[src/rtl/gfx_pkg.sv]
// rtl/gfx_pkg.sv - shared types, constants and width helpers for the gfx framebuffer write path
`ifndef VGA_MODE_H_VISIBLE
`define VGA_MODE_H_VISIBLE 640
`endif
`ifndef VGA_MODE_V_VISIBLE
`define VGA_MODE_V_VISIBLE 480
`endif

package gfx_pkg;

  localparam logic [1:0] AXI_RESP_OKAY = 2'b00;

  typedef enum logic [1:0] {
    ST_IDLE,
    ST_CALC,
    ST_XFER,
    ST_RESP
  } fb_state_t;

  // A one-pixel-wide dimension still needs a one-bit coordinate port.
  function automatic int fb_x_bits(input int width);
    return (width > 1) ? $clog2(width) : 1;
  endfunction

  function automatic int fb_y_bits(input int height);
    return (height > 1) ? $clog2(height) : 1;
  endfunction

endpackage

[src/rtl/gfx_fb_writer.sv]
// rtl/gfx_fb_writer.sv - gfx pixel stream responder issuing one AXI write per in-range pixel
module gfx_fb_writer
  import gfx_pkg::*;
#(
  parameter int VGA_WIDTH      = `VGA_MODE_H_VISIBLE,
  parameter int VGA_HEIGHT     = `VGA_MODE_V_VISIBLE,
  parameter int PIXEL_BITS     = 12,
  parameter int META_BITS      = 4,
  parameter int AXI_ADDR_WIDTH = 20,
  parameter int AXI_DATA_WIDTH = 16,
  localparam int FB_X_BITS     = fb_x_bits(VGA_WIDTH),
  localparam int FB_Y_BITS     = fb_y_bits(VGA_HEIGHT)
) (
  input  logic                          clk,
  input  logic                          reset,
  input  logic [FB_X_BITS-1:0]          gfx_x,
  input  logic [FB_Y_BITS-1:0]          gfx_y,
  input  logic [PIXEL_BITS-1:0]         gfx_color,
  input  logic [META_BITS-1:0]          gfx_meta,
  input  logic                          gfx_valid,
  output logic                          gfx_ready,
  output logic [AXI_ADDR_WIDTH-1:0]     axi_awaddr,
  output logic                          axi_awvalid,
  input  logic                          axi_awready,
  output logic [AXI_DATA_WIDTH-1:0]     axi_wdata,
  output logic [AXI_DATA_WIDTH/8-1:0]   axi_wstrb,
  output logic                          axi_wvalid,
  input  logic                          axi_wready,
  input  logic [1:0]                    axi_bresp,
  input  logic                          axi_bvalid,
  output logic                          axi_bready,
  output logic                          drop_pulse,
  output logic                          resp_err
);

  if (AXI_DATA_WIDTH != PIXEL_BITS + META_BITS) begin : g_bad_data_width
    $error("gfx_fb_writer: AXI_DATA_WIDTH must equal PIXEL_BITS + META_BITS");
  end

  if (longint'(VGA_WIDTH) * longint'(VGA_HEIGHT) > (longint'(1) << AXI_ADDR_WIDTH)) begin : g_bad_addr_width
    $error("gfx_fb_writer: framebuffer does not fit in AXI_ADDR_WIDTH");
  end

  localparam logic [AXI_ADDR_WIDTH-1:0] FB_STRIDE = AXI_ADDR_WIDTH'(VGA_WIDTH);

  fb_state_t                 state;
  logic [FB_X_BITS-1:0]      x_q;
  logic [FB_Y_BITS-1:0]      y_q;
  logic [AXI_DATA_WIDTH-1:0] pix_q;

  logic pix_accept;
  logic pix_in_range;
  logic aw_clear;
  logic w_clear;

  assign pix_accept   = gfx_valid && gfx_ready;
  assign pix_in_range = (int'(gfx_x) < VGA_WIDTH) && (int'(gfx_y) < VGA_HEIGHT);
  // A channel is finished once its valid is low or is being accepted this cycle.
  assign aw_clear     = !axi_awvalid || axi_awready;
  assign w_clear      = !axi_wvalid || axi_wready;
  assign axi_wstrb    = {(AXI_DATA_WIDTH/8){1'b1}};

  always_ff @(posedge clk or posedge reset) begin
    if (reset) begin
      state       <= ST_IDLE;
      x_q         <= '0;
      y_q         <= '0;
      pix_q       <= '0;
      gfx_ready   <= 1'b0;
      axi_awaddr  <= '0;
      axi_awvalid <= 1'b0;
      axi_wdata   <= '0;
      axi_wvalid  <= 1'b0;
      axi_bready  <= 1'b0;
      drop_pulse  <= 1'b0;
      resp_err    <= 1'b0;
    end else begin
      drop_pulse <= 1'b0;
      case (state)
        ST_IDLE: begin
          gfx_ready <= 1'b1;
          if (pix_accept) begin
            x_q   <= gfx_x;
            y_q   <= gfx_y;
            pix_q <= {gfx_meta, gfx_color};
            if (pix_in_range) begin
              gfx_ready <= 1'b0;
              state     <= ST_CALC;
            end else begin
              drop_pulse <= 1'b1;
            end
          end
        end
        ST_CALC: begin
          axi_awaddr  <= AXI_ADDR_WIDTH'(y_q) * FB_STRIDE + AXI_ADDR_WIDTH'(x_q);
          axi_wdata   <= pix_q;
          axi_awvalid <= 1'b1;
          axi_wvalid  <= 1'b1;
          state       <= ST_XFER;
        end
        ST_XFER: begin
          if (axi_awvalid && axi_awready) axi_awvalid <= 1'b0;
          if (axi_wvalid && axi_wready) axi_wvalid <= 1'b0;
          if (aw_clear && w_clear) begin
            axi_bready <= 1'b1;
            state      <= ST_RESP;
          end
        end
        ST_RESP: begin
          if (axi_bvalid && axi_bready) begin
            axi_bready <= 1'b0;
            if (axi_bresp != AXI_RESP_OKAY) resp_err <= 1'b1;
            gfx_ready  <= 1'b1;
            state      <= ST_IDLE;
          end
        end
        default: state <= ST_IDLE;
      endcase
    end
  end

endmodule

[config.mk]
export PLATFORM = sky130hd
export DESIGN_NAME = gfx_fb_writer
export DESIGN_NICKNAME = d
export VERILOG_FILES = /design/src/rtl/gfx_pkg.sv /design/src/rtl/gfx_fb_writer.sv
export SDC_FILE = /design/constraint.sdc
export NUM_CORES = 1
export LEC_CHECK = 0
export BUFFER_PORTS_ARGS = -buffer_cell sky130_fd_sc_hd__buf_2
export CAP_MARGIN = 20
export CORE_MARGIN = 2
export CORE_UTILIZATION = 60
export CTS_BUF_LIST = sky130_fd_sc_hd__clkbuf_8
export DETAILED_ROUTE_END_ITERATION = 8
export PLACE_DENSITY = 0.95
export SETUP_SLACK_MARGIN = 0.1
export SYNTH_ARGS = -nofsm -noshare
export SYNTH_HDL_FRONTEND = slang
export SYNTH_SLANG_ARGS = --single-unit
[constraint.sdc]
create_clock -name clk -period 5.5 [get_ports clk]
set_clock_uncertainty 0.1 [all_clocks]
set_input_delay 0.275 -clock clk [delete_from_list [all_inputs] [get_ports clk]]
set_output_delay 0.275 -clock clk [all_outputs]
set_load 0.01 [all_outputs]
Word-level counts from Yosys, hierarchy flattened
Index checks and enable logic that the tools add are counted.
{ "totals": {"regBits": 79, "inputBits": 43, "out_inout_bits": 44, "elab_cells": 65} }
{ "classes": {"addsub": 1, "n_mul": 1, "n_lt_le_gt_ge": 2, "eq_ne": 9, "mux": 18, "n_reduce_logical": 22} }
{ "ops": {"columns": ["operator", "count"], "rows": [
  ["adder 19 x 10 -> 20 bit", 1],
  ["multiplier 9 x 3 -> 12 bit, second input constant", 1],
  ["!= test 2 bit, second input constant", 6],
  ["< comparator 10 bit, second input constant", 1],
  ["< comparator 9 bit, second input constant", 1],
  ["two-way mux 1 bit", 9],
  ["two-way mux 2 bit", 4],
  ["one-hot mux 1 bit (2 select lines)", 4],
  ["one-hot mux 2 bit (4 select lines)", 1],
  ["AND reduction 2 bit", 4],
  ["nonzero test 2 bit", 4],
  ["logical AND 1 bit", 6],
  ["AND reduction 3 bit", 2],
  ["== test 2 bit, second input constant", 2],
  ["AND reduction 4 bit", 1],
  ["== test 2 x 1 -> 1 bit, second input constant", 1],
  ["zero test 1 bit", 2],
  ["zero test 2 bit", 1],
  ["logical OR 1 bit", 2]
]} }

Logic depth before layout (Yosys ltp)
{ "logic_depth": {"word_depth": 5, "ltp_mapped": 9, "ltp_nobuf": 9} }

Least setup slack after synthesis
Ideal clock, no wire load.
{ "synth_path": {"path_kind": "register to register", "from": "reg y_q[1]", "to": "reg axi_awaddr[18]", "setup_time_ns": 0.065, "arrival_ns": 2.510, "required_ns": 5.335, "slack_ns": 2.825, "stages_incl_launch_ff": 10, "n_path_buf": 0, "period_less_slack_ns": 2.675, "path_cell_list": "dfrtp_1 -> ha_1 -> ha_1 -> fa_1 -> xor2_2 -> o211ai_2 -> nor4b_4 -> nand3_2 -> o311ai_1 -> o21a_1"} }
{ "synth_between": {"elab_chain_len": 2} }
{ "synth_rtl": {"columns": ["item", "line_no", "text"], "rows": [
  ["from (decl)", "gfx_fb_writer.sv:48", "logic [FB_Y_BITS-1:0] y_q;"],
  ["from (signal assigned)", "gfx_fb_writer.sv:84", "y_q <= gfx_y;"],
  ["multiplier 9 x 3 -> 12 bit", "gfx_fb_writer.sv:95", "axi_awaddr <= AXI_ADDR_WIDTH'(y_q) * FB_STRIDE + AXI_ADDR_WIDTH'(x_q);"],
  ["adder 19 x 10 -> 20 bit", "gfx_fb_writer.sv:95", null],
  ["to (signal assigned)", "gfx_fb_writer.sv:95", null],
  ["to (decl)", "gfx_fb_writer.sv:22", "output logic [AXI_ADDR_WIDTH-1:0] axi_awaddr,"]
]} }
Every way passes these cells.
A chain may end at the register's enable or synchronous reset.

Worst setup path in the final report
Same ends and word-level chain as after synthesis.

==> summary.txt <==
STA
  – Setup TNS: 0 ns
  – Unrepaired setup endpoints after global routing: no
  – Max-slew headroom: 36.15%
  – Clock period minus worst slack: 2.877 ns
  – Final Hold Fails: 0
  – # setup viols final: 0
  – Worst Max-Slew Pin Slew: 0.9577 ns
  – Achievable clock frequency: 0.3476 GHz
  – Fin. max-slew vios: 0
  – Fin crit share: 52.31%

Synth
  – #FFs+latches synth: 79
  – Ys flop type: dfrtp_1
  – Post-synthesis sequential area ratio: 53.06%
  – Post-synth EDFFs: 0
  – Syn Inst Count: 287
  – Synth cell types: 43
  – Warnings, synthesis: 0
  – Synth async-reset ratio: 100.0%
  – Synth Cell Area: 3726 µm²
  – Synth Area per Inst: 12.98 µm²

Critical path
  – Max incr delay on CP: 0.45 ns
  – Crit path max fanout: 4
  – Path depth of the worst reg2reg path: 9
  – Nature of the critical path endpoint: flip-flop
  – Levels on crit path: 9
  – Setup CP Type: flip-flop to flip-flop
  – Most used cell, CP: ha_1
  – Critical path's top delay family: adder cells
  – WP data arrival: 3.06 ns
  – Worst path cell trace: ha_1 -> ha_1 -> fa_1 -> xor2_2 -> o211ai_2 -> nor4b_4 -> nand3_2 -> o311ai_1 -> o21a_1
  – Worst Path Required: 5.68 ns
  – Buf/Inv on CP: 0
  – CP max stage cell: fa_1
  – Crit path launch type: flip-flop

GRT
  – Total track usage: 21.79%
  – Vias in the first global route: 2669
  – First-pass GRT wire length: 12160 µm
  – Largest net degree at the start of global routing: 80
  – Total gr overflow: 0
  – Initial antenna violation count: 0

Floorplanning
  – Core Box Area: 5956 µm²
  – Initial core utilization: 62.56%
  – I/O pin count: 87
  – Die area: 6857 µm²
  – Die Wd: 82.81 µm
  – Site Rows: 28
  – Die height: 82.81 µm

Cells and area
  – Synthesis-to-finish area growth: 19.07%
  – Layout fillers: 413
  – Post-route cell area: 4437 µm²
  – Register area: 1977 µm²
  – Layout Nets: 442
  – Diode count: 0
  – Area taken by multi-input logic gates: 1667 µm²
  – Share of layout cells above drive strength 1: 46.46%

Pwr
  – Net load switching power: 1.306 mW
  – Sw Ratio: 39.87%
  – Sequential power share: 31.8%
  – PD cells: 738.2 nW/µm²
  – Internal power: 1.969 mW
  – Gate power share: 54.8%
  – Clock power frac: 13.4%
  – Leakage power: 2.097 nW
  – VDD IR max: 0.4432 mV

Clocking
  – CTS Buffer Depth: 2
  – Total CTS buffers: 9
  – Clock transition at the registers of the reported paths: 0.09 ns
  – H-Tree Depth: 3
  – CTS resizes: 0
  – CTS root buf: clkbuf_8
  – CTS tree: built
  – CTS Sinks: 79
  – Clk_lat worst skew: 0.35 ns

Placement
  – # port buffers: 84
  – DP HPWL: 4955 µm
  – Placed Instance Area: 4214 µm²
  – Gp weighted congestion: 0.8230

Route
  – Initial DRC count: 123
  – First-pass DRT Iterations: 4
  – Drt total wl: 6927 µm
  – Via density: 5.450
  – Vias: 2485
  – WL per Instance: 15.19 µm
  – Post-route DRC violation count: 0
  – Antenna-violating nets left: 0

Worst hold path
  – Hold depth: 2
  – Hold Crit Class: input pin to flip-flop

Outcome
  – Status: complete, no violations

Job
  – Max-cap check violation count: 0
[metal layers]
layer  vias up  global-route usage [%]  wire [µm]
li1       1189                       -          -
met1      1199                   28.53       2998
met2        82                   34.24       3199
met3        15                   7.356        552
met4         0                   7.601        176
met5         -                       0          0
[layout make-up]
cell class	count	share of cell area (%)
repair buffers	87	10.10
clock inverters	7	1.777
clock buffers	9	2.792
well taps	75	2.115
flip-flops and latches	79	44.56
multi-input cells	186	37.56
inverters	13	1.100
[placed cells by master (no fill, tap or decap), types with 4 or more instances in the layout]
master / count
ha_1: 20
a21oi_1: 18
o21ai_0: 5
clkbuf_8: 9
dfrtp_1: 79
buf_2: 84
o21a_1: 4
xnor2_1: 8
mux2_2: 63
nor2b_1: 5
nor2_1: 14
inv_1: 11
nand2_1: 9
[flip-flops by register name, indices dropped and copies added (netlist names)]
signal and count:
axi_awaddr 20, axi_awvalid 1, axi_bready 1, axi_wdata 16, axi_wvalid 1, drop_pulse 1, gfx_ready 1, pix_q 16
resp_err 1, state 2, x_q 10, y_q 9
[worst paths after layout]
kind,endpoint,slack [ns],from
worst max-delay path,axi_awaddr[18]$_DFFE_PP0P_,2.62,y_q[1]$_DFFE_PP0P_
worst min-delay path,pix_q[1]$_DFFE_PP0P_,0.05,gfx_color[1]
worst max register to register,axi_awaddr[18]$_DFFE_PP0P_,2.62,y_q[1]$_DFFE_PP0P_
worst min register to register,resp_err$_DFFE_PP0P_,0.37,resp_err$_DFFE_PP0P_
max in group asynchronous,axi_awaddr[12]$_DFFE_PP0P_,4.58,reset
min in group asynchronous,axi_awaddr[3]$_DFFE_PP0P_,0.12,reset
[power groups by stage]
| stage | combinational (mW) | clock (mW) | sequential (mW) |
|---|---|---|---|
| 6_report | 1.79 | 0.440 | 1.04 |
| 5_1_grt | 1.98 | 0.477 | 1.08 |
| 3_3_place_gp | 1.72 | 0 | 1.03 |
| 4_1_cts | 1.80 | 0.449 | 1.04 |
| 2_1_floorplan | 1.29 | 0 | 1.09 |
| 3_5_place_dp | 1.78 | 0 | 1.05 |
[cell usage after synthesis (3+ instances only)]
master	number	area share, %
dfrtp_1	79	53
mux2_2	63	19
ha_1	21	7.1
a21oi_1	18	2.4
nor2_1	14	1.4
inv_1	12	1.2
nand2_1	9	0.91
clkbuf_1	8	0.81
xnor2_1	8	1.9
nor2b_1	5	0.84
o21ai_0	5	0.67
nand3_1	4	0.54
o21a_1	4	0.81
xor2_1	3	0.71
[stage by stage]
step | cells | setup WS, ns | total power, mW | utilization (%) | hold WS (ns)
floorplan | 288 | 2.825 | 2.385 | - | 0.2638
global placement | 438 | 2.753 | 2.747 | 70.76 | 0.3452
detailed placement | 438 | 2.641 | 2.837 | 70.76 | 0.3508
CTS | 456 | 2.609 | 3.297 | 74.50 | 0.03701
global route | 456 | 2.432 | 3.538 | 74.50 | 0.03137
finish | 456 | 2.623 | 3.275 | 74.50 | 0.04662
[logic make-up (layout without fill, tap and decap cells)]
logic type / count (synthesis) / in the layout / share of synthesized area (%)
flip-flops: 79 / 79 / 53.06
buffers and inverters: 23 / 116 / 2.518
XOR/XNOR: 12 / 12 / 3.022
adder cells (fa/ha/maj): 23 / 23 / 8.126
multiplexers: 64 / 64 / 19.31
AO/OA/AOI/OAI: 40 / 40 / 7.019
AND/OR/NAND/NOR: 45 / 45 / 6.850
other: 1 / 2 / 0.1006
[timing repair]
action,in CTS,in global routing
buffers inserted,0,0
endpoints found under the hold margin,2,0
hold buffers,2,0
(Power assumes the default switching activity.)
